File: src/rtl/async_sched_pkg.sv
// async_sched_pkg: shared state encoding, default parameters and counter sizing for the start scheduler.
package async_sched_pkg;

    typedef enum logic [1:0] {IDLE, START, WAIT, GAP} state_e;

    localparam int N_REQ_DEF      = 4;
    localparam int START_LEN_DEF  = 1;
    localparam int TIMEOUT_DEF    = 16;
    localparam int GAP_CYCLES_DEF = 2;

    function automatic int cnt_width(input int a, input int b, input int c);
        int m;
        m = a;
        if (b > m) m = b;
        if (c > m) m = c;
        return $clog2(m) + 1;
    endfunction

endpackage

File: src/rtl/start_sync_edge.sv
// start_sync_edge: two-flop synchroniser for an asynchronous request plus a one-cycle rising-edge strobe.
module start_sync_edge (
    input  logic clk,
    input  logic rst_n,
    input  logic async_i,
    output logic rise_o
);

    logic s1_q, s2_q, prev_q;

    always_ff @(posedge clk or negedge rst_n) begin
        if (!rst_n) begin
            s1_q   <= 1'b0;
            s2_q   <= 1'b0;
            prev_q <= 1'b0;
        end else begin
            s1_q   <= async_i;
            s2_q   <= s1_q;
            prev_q <= s2_q;
        end
    end

    assign rise_o = s2_q & ~prev_q;

endmodule

File: src/rtl/async_start_scheduler.sv
// async_start_scheduler: round-robin arbiter sharing one async unit among N_REQ requesters,
// sequencing each grant through start pulse, completion/timeout wait and an idle gap.
module async_start_scheduler
    import async_sched_pkg::*;
#(
    parameter int N_REQ      = N_REQ_DEF,
    parameter int START_LEN  = START_LEN_DEF,
    parameter int TIMEOUT    = TIMEOUT_DEF,
    parameter int GAP_CYCLES = GAP_CYCLES_DEF
) (
    input  logic                     clk,
    input  logic                     rst_n,
    input  logic [N_REQ-1:0]         req_in,
    input  logic                     unit_out,
    output logic                     unit_start,
    output logic [$clog2(N_REQ)-1:0] grant_id,
    output logic                     busy,
    output logic [N_REQ-1:0]         pending,
    output logic                     done_pulse,
    output logic                     timeout_pulse
);

    localparam int IW = $clog2(N_REQ);
    localparam int CW = cnt_width(TIMEOUT, START_LEN, GAP_CYCLES);

    state_e           state_q, state_d;
    logic [CW-1:0]    cnt_q, cnt_d;
    logic [IW-1:0]    grant_q, grant_d, ptr_q, ptr_d, sel;
    logic [N_REQ-1:0] pend_q, pend_d, rise, clr;
    logic             out_prev_q, out_rise;
    logic             done_q, done_d, to_q, to_d;

    for (genvar i = 0; i < N_REQ; i++) begin : g_sync
        start_sync_edge u_sync (
            .clk    (clk),
            .rst_n  (rst_n),
            .async_i(req_in[i]),
            .rise_o (rise[i])
        );
    end

    assign out_rise = unit_out & ~out_prev_q;

    // Scan offsets high to low so the nearest set bit at or after the pointer wins.
    always_comb begin
        sel = ptr_q;
        for (int k = N_REQ - 1; k >= 0; k--) begin
            if (pend_q[(int'(ptr_q) + k) % N_REQ]) sel = IW'((int'(ptr_q) + k) % N_REQ);
        end
    end

    always_comb begin
        state_d = state_q;
        cnt_d   = cnt_q;
        grant_d = grant_q;
        ptr_d   = ptr_q;
        clr     = '0;
        done_d  = 1'b0;
        to_d    = 1'b0;
        case (state_q)
            IDLE: begin
                if (|pend_q) begin
                    grant_d  = sel;
                    clr[sel] = 1'b1;
                    ptr_d    = (sel == IW'(N_REQ - 1)) ? '0 : sel + 1'b1;
                    cnt_d    = '0;
                    state_d  = START;
                end
            end
            START: begin
                cnt_d   = (cnt_q == CW'(START_LEN - 1)) ? '0 : cnt_q + 1'b1;
                state_d = (cnt_q == CW'(START_LEN - 1)) ? WAIT : START;
            end
            WAIT: begin
                if (out_rise) begin
                    done_d  = 1'b1;
                    cnt_d   = '0;
                    state_d = GAP;
                end else if (cnt_q == CW'(TIMEOUT - 1)) begin
                    to_d    = 1'b1;
                    cnt_d   = '0;
                    state_d = GAP;
                end else begin
                    cnt_d = cnt_q + 1'b1;
                end
            end
            GAP: begin
                cnt_d   = cnt_q + 1'b1;
                state_d = (cnt_q == CW'(GAP_CYCLES - 1)) ? IDLE : GAP;
            end
            default: state_d = IDLE;
        endcase
        pend_d = (pend_q & ~clr) | rise;
    end

    always_ff @(posedge clk or negedge rst_n) begin
        if (!rst_n) begin
            state_q    <= IDLE;
            cnt_q      <= '0;
            grant_q    <= '0;
            ptr_q      <= '0;
            pend_q     <= '0;
            out_prev_q <= 1'b0;
            done_q     <= 1'b0;
            to_q       <= 1'b0;
        end else begin
            state_q    <= state_d;
            cnt_q      <= cnt_d;
            grant_q    <= grant_d;
            ptr_q      <= ptr_d;
            pend_q     <= pend_d;
            out_prev_q <= unit_out;
            done_q     <= done_d;
            to_q       <= to_d;
        end
    end

    assign unit_start    = (state_q == START);
    assign busy          = (state_q != IDLE);
    assign grant_id      = grant_q;
    assign pending       = pend_q;
    assign done_pulse    = done_q;
    assign timeout_pulse = to_q;

endmodule

File: config.mk
export PLATFORM = sky130hd
export DESIGN_NAME = async_start_scheduler
export DESIGN_NICKNAME = d
export VERILOG_FILES = /design/src/rtl/async_sched_pkg.sv /design/src/rtl/start_sync_edge.sv /design/src/rtl/async_start_scheduler.sv
export SDC_FILE = /design/constraint.sdc
export NUM_CORES = 1
export LEC_CHECK = 0
export ABC_CLOCK_PERIOD_IN_PS = 2260
export CAP_MARGIN = 20
export CORE_ASPECT_RATIO = 2
export CORE_MARGIN = 3
export CORE_UTILIZATION = 30
export DETAILED_ROUTE_END_ITERATION = 12
export PLACE_DENSITY = 0.55
export SKIP_LAST_GASP = 1
export SYNTH_ARGS = -nofsm -noshare
export SYNTH_HDL_FRONTEND = slang
export SYNTH_SLANG_ARGS = --single-unit
File: constraint.sdc
create_clock -name clk -period 2.26 [get_ports clk]
set_input_delay 0.452 -clock clk [delete_from_list [all_inputs] [get_ports clk]]
set_output_delay 0.452 -clock clk [all_outputs]
set_load 0.02 [all_outputs]
==> impl_summary.md, run 1 <==
STA
Setup violations remaining at the end of the flow were counted as 0. Derived from the worst setup path, the maximum achievable clock frequency is 485 MHz. For the final database, setup skew stands at 3.25 ps. The time the worst path needs with I/O delays and setup is 2060 ps.

The share of the clock period used by the worst path after layout is between 90 and 100%. The aggregate negative setup slack is 0 ps. The tightest slew margin relative to the limit is between 70% and 80%. The worst hold-check slack is 346 ps. The number of pins exceeding their max-slew limit in the final report is 0.

The transition time at the pin with the least slew margin is 407 ps. The worst setup slack after layout is roughly 200 ps. Setup repair after global routing left no endpoint under its margin. The number of failing hold endpoints at the final stage was 0.

Worst setup path
The sort of element at the start of the critical path is a register. The worst register-to-register path has a depth of 8. Along the worst path, the maximum fanout reaches 11. The maximum single-stage delay on the critical path is 590 ps. The standard cell with the maximum stage delay on the critical path is sky130_fd_sc_hd__clkdlybuf4s50_1. The critical path start-end classification is register to primary output. The worst setup path is captured at a primary output. The cell family contributing the most delay on the critical path is buffers and inverters. Counting buffers and inverters, the worst setup path is 3 cells deep. Data on the critical path is required at its endpoint by 1810 ps.

Traced cell by cell, the critical path runs through nor2_1, inv_1, clkdlybuf4s50_1. The data arrival time of the critical path is 1610 ps. The number of buffers and inverters on the critical path is 2. The setup check on the worst reg-to-reg path leaves a slack of 370 ps.

Route
In this run the remaining antenna-violating nets after routing total 0. The detailed-routing iteration count for the pre-antenna-repair pass is 4. The routed layout has slightly below 1000 vias.

The detailed router finished its first iteration with 28 violations. For this run, design rule violations remaining after detail routing come to 0. For this block, the routed nets add up to around 2600 um of wire. The routed wirelength normalized by instance count is ~13 um.

After detailed routing, the number of vias per cell comes to 4.96.

Logic synthesis
After technology mapping, the gate count stands at 119. Counting flops and latches in the post-synthesis netlist gives 30. The adder and majority gate portion of the synthesized area is 8.46%. The share of synthesized area spent on multiplexers is approximately 2.7%. The portion of the post-synthesis area used by sequential elements is 56.4%. Ranked by total cell area, the synthesized netlist is headed by sky130_fd_sc_hd__dfrtp_1 (56%), sky130_fd_sc_hd__ha_1 (8.5%), sky130_fd_sc_hd__nand2_1 (3.9%). After synthesis, the largest family of logic cells by area is simple AND/OR/NAND/NOR gates. The synthesized design devotes to its leading area cell type between 50% and 60% of total area. After Yosys synthesis, XOR and XNOR cells account for 0.658% of the synthesized area. The cell area after synthesis is between 0.001 and 0.0015 mm2. The dominant cell type by area after synthesis is sky130_fd_sc_hd__dfrtp_1. The simple-gate share of the synthesized area is between 10% and 20%.

When the netlist entered floorplanning its net count stood at 135. The mean instance size in the synthesized netlist is 11.2 um2. Summing the areas of all compound-gate instances in the mapped netlist gives between 10% and 20% of the synthesized area. The number of warnings printed during yosys synthesis is 0. The distinct cell type count after synthesis is 32.

Floorplan
The core area is 0.00417 mm2. The initial utilization of the core area, before any placement, comes to 31.9%. The die covers between 0.005 and 0.006 mm2.

During I/O placement, the number of pins put on the boundary was 17. The y dimension of the die is 100 um. The floorplan has 33 rows. The chip width is 53.1 um.

Final layout
The layout overhead on the synthesized area is 25.1%. The final cell area excluding filler cells is 0.00167 mm2. The leading cell type in the layout, fill and taps excluded is sky130_fd_sc_hd__dfrtp_1. The storage element area is ~750 um2. The repair_antennas step left the layout with diodes totalling 0. The net count of the finished layout is 158. Summing all multi-input logic gate instances after layout gives 517 um2. In the final layout, the share of cells above drive strength 1 is 9.79%.

In the layout the commonest cells are sky130_fd_sc_hd__dfrtp_1 (30), sky130_fd_sc_hd__clkdlybuf4s50_1 (16), sky130_fd_sc_hd__nand2_1 (14). For this run, the share of the core covered by cells in the final layout is 39.9%. The layout has 423 filler cells.

Flow run
Across the run, the number of max-cap violations was 0.

Min path
The min-delay analysis places its worst path in the category register to register. The hold path depth is 0.

Clock network
The tree built by TritonCTS fans out to 30 sinks. The later pin in the worst-skew pair is clocked with a latency of 280 ps. The clock-pin slew on the worst setup and hold paths is 60 ps. The number of setup buffers added after CTS is 0. The hold buffer count at CTS is 0. Buffers inserted during clock tree synthesis total 5. TritonCTS built the clock tree. The number of resized instances in the post-cts repair step is 0. The number of H-tree branching levels is 2.

The tree is rooted in a sky130_fd_sc_hd__clkbuf_8. In this run the deepest clock path goes through 2 buffers.

Global routing
Global routing consumed, over all layers together, 11.1% of the routing resources. The maximum number of pins on one net before global-route repair is 31. The remaining global-route overflow is 0. The via count of the first global-routing pass is ~1000. The number of antenna violations at the first check in global routing is 0. The first global-routing pass estimated 4220 um of wire.

Power and ir drop
IR analysis of the VDD net gives a maximum drop of 462 uV. In this run the static leakage power is 0.775 nW. Power spread over the standard cell area amounts to 1260 mW/mm2.

Place
At the end of routability-driven placement, the weighted congestion stood at 0.802. In this run the cell area measured after placement is 0.00156 mm2. The total of buffers placed on input and output ports is 16. The worst slack at placement is roughly 370 ps. The HPWL after detailed placement is 1970 um.

Outcome
The flow ran to the end, and the final reports show no timing, DRC or antenna violations.
==> routing by layer <==
metal / global-route usage [%] / vias up / part of all wire, % / wire length, um
met3: 2.53 / 13 / 3.5 / 90
met5: 0 / - / 0 / 0
met4: 10.0 / 0 / 5.2 / 136
li1: - / 448 / - / -
met2: 19.1 / 29 / 54 / 1400
met1: 10.0 / 478 / 37 / 969
==> final timing paths <==
kind                                            start                      end
worst max-delay path                       state_q[1]                     busy
worst max register to register               cnt_q[0]                 cnt_q[2]
worst min-delay path            g_sync[2].u_sync.s1_q    g_sync[2].u_sync.s2_q
min in group asynchronous                       rst_n  g_sync[0].u_sync.prev_q
worst min register to register  g_sync[2].u_sync.s1_q    g_sync[2].u_sync.s2_q
max in group asynchronous                       rst_n                 cnt_q[0]
==> power by group <==
part | total (mW) | leakage, nW | internal [mW] | switching (mW)
Combinational | 0.746 | 0.372 | 0.363 | 0.383
Sequential | 0.826 | 0.345 | 0.662 | 0.165
Clock | 0.522 | 0.0579 | 0.324 | 0.199
==> flip-flops by register name, summed over array words and instances, names as in the netlist <==
name and flops:
timeout_pulse 1, pending 4, cnt_q 5, grant_id 2
g_sync.u_sync.s1_q 4, state_q 2, out_prev_q 1, g_sync.u_sync.prev_q 4
g_sync.u_sync.s2_q 4, done_pulse 1, ptr_q 2
==> worst register-to-register path: cells and delay by family (launching register included) <==
family	cells	cell delay (ps)
buf+inv	1	50
fa+ha+maj	2	450
simple gates	2	270
compound gates	2	490
flops	1	420
mux	1	140
==> cells by family (layout without fill, tap and decap cells) <==
family	count (synthesis)	count (layout)
AOI/OAI and AO/OA	21	21
xor gates and xnor gates	1	1
adders and majority gates	9	9
buffers and inverters	15	39
DFF	30	30
muxes	3	3
and+or+nand+nor	40	40
==> area by class of cell <==
| cell class | instances | share of cell area (%) |
|---|---|---|
| repair buffers | 18 | 10.5 |
| multi-input cells | 74 | 31.0 |
| inverters | 13 | 2.93 |
| flip-flops and latches | 30 | 45.1 |
| well taps | 52 | 3.91 |
| clock buffers | 5 | 4.13 |
| clock inverters | 3 | 2.40 |
==> per-stage QoR <==
stage | instances | power, mW
after floorplan | 119 | 1.31
after global placement | 187 | 1.56
final | 195 | 2.09
after detailed placement | 187 | 1.59
after global routing | 195 | 2.25
after CTS | 195 | 2.13
==> cell usage after synthesis, drive strengths merged <==
master / count
nor3: 4
a222oi: 1
nand3: 2
and2: 3
o21ai: 3
a211oi: 2
dfrtp: 30
xnor2: 1
nor2: 7
clkbuf: 1
mux2i: 1
nand2b: 2
a31oi: 2
nor4b: 1
a221o: 1
nor2b: 5
o221ai: 1
a21oi: 2
a22o: 6
mux2: 2
nand2: 14
or4: 1
ha: 9
o22ai: 1
buf: 1
o41ai: 1
a21o: 1
and3: 1
inv: 13
(Power assumes the default switching activity.)
==> run 2, diff against run 1 <==
--- a/config.mk
+++ b/config.mk
@@ -5,13 +5,13 @@
 export SDC_FILE = /design/constraint.sdc
 export NUM_CORES = 1
 export LEC_CHECK = 0
-export ABC_CLOCK_PERIOD_IN_PS = 2260
+export ABC_CLOCK_PERIOD_IN_PS = 1800
 export CAP_MARGIN = 20
 export CORE_ASPECT_RATIO = 2
 export CORE_MARGIN = 3
 export CORE_UTILIZATION = 30
 export DETAILED_ROUTE_END_ITERATION = 12
-export PLACE_DENSITY = 0.55
+export PLACE_DENSITY = 0.56
 export SKIP_LAST_GASP = 1
 export SYNTH_ARGS = -nofsm -noshare
 export SYNTH_HDL_FRONTEND = slang
==> constraint.sdc (replaced) <==
create_clock -name clk -period 1.8 [get_ports clk]
set_input_delay 0.36 -clock clk [delete_from_list [all_inputs] [get_ports clk]]
set_output_delay 0.36 -clock clk [all_outputs]
set_load 0.02 [all_outputs]
==> run 2 against run 1 <==
Compared with the run above: total power up 32%; routed wire length up 4.2%; global-route usage up 0.48 points; clock power down 6.1%; die area unchanged; sequential cell count unchanged; clock skew up 1.7 ps; sequential power up 23%; count of clock-buffer cells in the layout unchanged.
==> impl_summary.md, run 2 (synthesized netlist as in run 1, its figures left out) <==
Clock network
The clock buffer count from CTS came to 5 (unchanged). The number of H-tree branching levels came to 2 (unchanged). The worst-skew pair later-pin latency is 270 ps (was 280 ps). The clock sink count came to 30 (unchanged). The clock-pin slew on the worst setup and hold paths is 60 ps (about the same). The maximum root-to-sink buffer count came to 2 (unchanged). The clock tree from TritonCTS is yes (unchanged). The clock tree root buffer cell is sky130_fd_sc_hd__clkbuf_8 (unchanged).

Worst setup path
The critical path start-end classification is register to register (was register to primary output). The sort of element at the start of the critical path is a register (unchanged). The kind of capture point of the worst setup path is a register (was primary output). The data arrival time of the critical path was 1980 ps (was 1610 ps).

The maximum fanout along the worst path is 4 (was 11). The data required time of the worst path is 2010 ps (was 1810 ps).

Power and ir drop
The leakage power is 0.820 nW (was 0.775 nW). The worst IR drop on VDD came to 751 uV (was 462 uV). The power per unit of standard cell area is 1550 mW/mm2 (was 1260 mW/mm2).

Floorplan
The chip width came to 53.1 um (unchanged). The overall die area is 0.00532 mm2 (unchanged). The effective utilization at floorplan was 31.9% (unchanged). The number of primary I/O pins was 17 (unchanged). The core area is 0.00417 mm2 (unchanged).

The number of cell rows is 33 (unchanged). The y dimension of the die came to 100 um (unchanged).

Place
The total of buffers placed on input and output ports is 16 (unchanged). The total half-perimeter wirelength after legalization and detailed placement is 1930 um (was 1970 um). The instance area after placement is 0.00159 mm2 (was 0.00156 mm2).

The global placement routability congestion was 0.723 (was 0.802).

Route
The routed wire length is 2700 um (was 2600 um). The routed wirelength normalized by instance count was 13.3 um (about the same). The count of nets left with antenna violations after detail routing came to 0 (unchanged). The number of design rule violations left after detail routing is 0 (unchanged). The number of design-rule violations left by the first detailed-router iteration is 5 (was 28).

The detailed-routing iteration count for the pre-antenna-repair pass is 4 (unchanged). The number of vias per cell was 4.74 (was 4.96). The overall via count from detail_route is 962 (was 968).

Global routing
The global-route wire length before repair is 4530 um (was 4220 um). The maximum number of pins on one net before global-route repair is 31 (unchanged). The number of antenna violations at the first check in global routing was 0 (unchanged).

The remaining global-route overflow was 0 (unchanged). The total global-route track usage is 11.5% (was 11.1%). The via count of the first global-routing pass came to 1032 (was 1003).

STA
Unrepaired setup endpoints after global routing: true (was false). The worst path in the final design needs a cycle of 1760 ps, including I/O delays and setup. The number of failing hold endpoints at the final stage was 0 (unchanged). Based on the critical path, the design can be clocked at up to 567 MHz. The tightest slew margin relative to the limit is 68.7% (was 72.7%). The final worst clock skew is 4.91 ps (was 3.25 ps). The number of pins exceeding their max-slew limit in the final report is 0 (unchanged). The setup-violating endpoint count in the final report came to 0 (unchanged). The transition time at the pin with the least slew margin is 466 ps (was 407 ps). The share of the clock period used by the worst path after layout is 98.0%.

Flow run
The max-capacitance violation count is 0 (unchanged).

Outcome
Result of the run: completed (unchanged).

Final layout
The area used by multi-input combinational logic came to 609 um2 (was 517 um2). The leading cell type in the layout, fill and taps excluded is sky130_fd_sc_hd__dfrtp_1 (unchanged). The largest register by flop count is cnt_q (unchanged). The number of filler cells placed in the layout was 404 (was 423). The final cell area excluding filler cells is 0.00179 mm2 (was 0.00167 mm2). The net count of the finished layout is 167 (was 158). The storage element area is 752 um2 (was 751 um2). Most frequent cells in the layout: sky130_fd_sc_hd__dfrtp_1 (29), sky130_fd_sc_hd__nand2_1 (13), sky130_fd_sc_hd__clkdlybuf4s50_1 (13) (was sky130_fd_sc_hd__dfrtp_1 (30), sky130_fd_sc_hd__clkdlybuf4s50_1 (16), sky130_fd_sc_hd__nand2_1 (14)). The fraction of the core area covered by cells at the end of the flow came to 43.0% (was 39.9%). The number of diodes is 0 (unchanged). The layout overhead on the synthesized area is 34.7% (was 25.1%). The share of post-route cells with drive strength above 1 came to 22.5% (was 9.79%). The number of flip-flops in the largest register is 5 (unchanged).

Min path
The path category of the worst min-delay check was register to register (unchanged).
==> run 2: cell types whose count changed in the layout (fill, tap and decap cells not counted), sizes merged <==
cell and change:
clkdlybuf4s50 -3, dlygate4sd2 +3, buf +9, bufinv -1
==> run 2: final timing paths <==
| path | start | endpoint | slack [ps] | cells after the start |
|---|---|---|---|---|
| max | pending[2] | pending[2] | 40 | 7 |
| min | g_sync[1].u_sync.s1_q | g_sync[1].u_sync.s2_q | 340 | 0 |
| max reg2reg | pending[2] | pending[2] | 40 | 7 |
| min reg2reg | g_sync[1].u_sync.s1_q | g_sync[1].u_sync.s2_q | 340 | 0 |
| max in group asynchronous | rst_n | pending[3] | 1040 | 2 |
| min in group asynchronous | rst_n | out_prev_q | 470 | 2 |
==> run 2: worst max-delay path: stages, from the launching register on <==
cell	delay, ps
sky130_fd_sc_hd__dfrtp_1	410
sky130_fd_sc_hd__nand2b_4	150
sky130_fd_sc_hd__a222oi_1	410
sky130_fd_sc_hd__nand2_1	180
sky130_fd_sc_hd__buf_4	180
sky130_fd_sc_hd__ha_1	180
sky130_fd_sc_hd__nand2_1	70
sky130_fd_sc_hd__a22o_1	120
==> run 2: per-stage QoR <==
step | TNS, ps | hold WS, ps | power (mW) | worst slack [ps] | cells
2_1_floorplan | 0 | 64.4 | 1.65 | 45.3 | 119
3_3_place_gp | 0 | 332 | 2.01 | 66.0 | 192
3_5_place_dp | -110 | 336 | 2.06 | -81.7 | 192
4_1_cts | 0 | 347 | 2.57 | 11.3 | 199
5_1_grt | -179 | 351 | 3.01 | -50.2 | 203
6_report | 0 | 344 | 2.77 | 36.2 | 203
==> run 2: metal layers <==
layer	wire length [um]	up-vias	GRT usage (%)
met5	0	-	0
met4	74	0	6.50
met3	109	7	3.57
met2	1500	21	20.0
met1	1020	469	11.6
li1	-	465	-
==> run 2: cell type report <==
type	count	area share (%)
clock buffer	5	3.84
sequential	30	41.9
timing repair buffer	27	13.3
clock inverter	2	0.558
tap	52	3.63
inverter	13	2.72
multi-input combinational	74	34.0
==> run 2: where the power goes <==
part | internal (mW) | leakage (nW) | total (mW) | switching, mW
sequential | 0.832 | 0.345 | 1.02 | 0.189
combinational | 0.637 | 0.431 | 1.26 | 0.626
clock | 0.258 | 0.0438 | 0.490 | 0.231
==> run 2: timing repair <==
action | CTS | global route
hold buffers | 0 | 0
setup endpoints to repair | 6 | 9
pin swaps | 0 | 6
buffers inserted | 0 | 4
gates resized for setup | 4 | 17
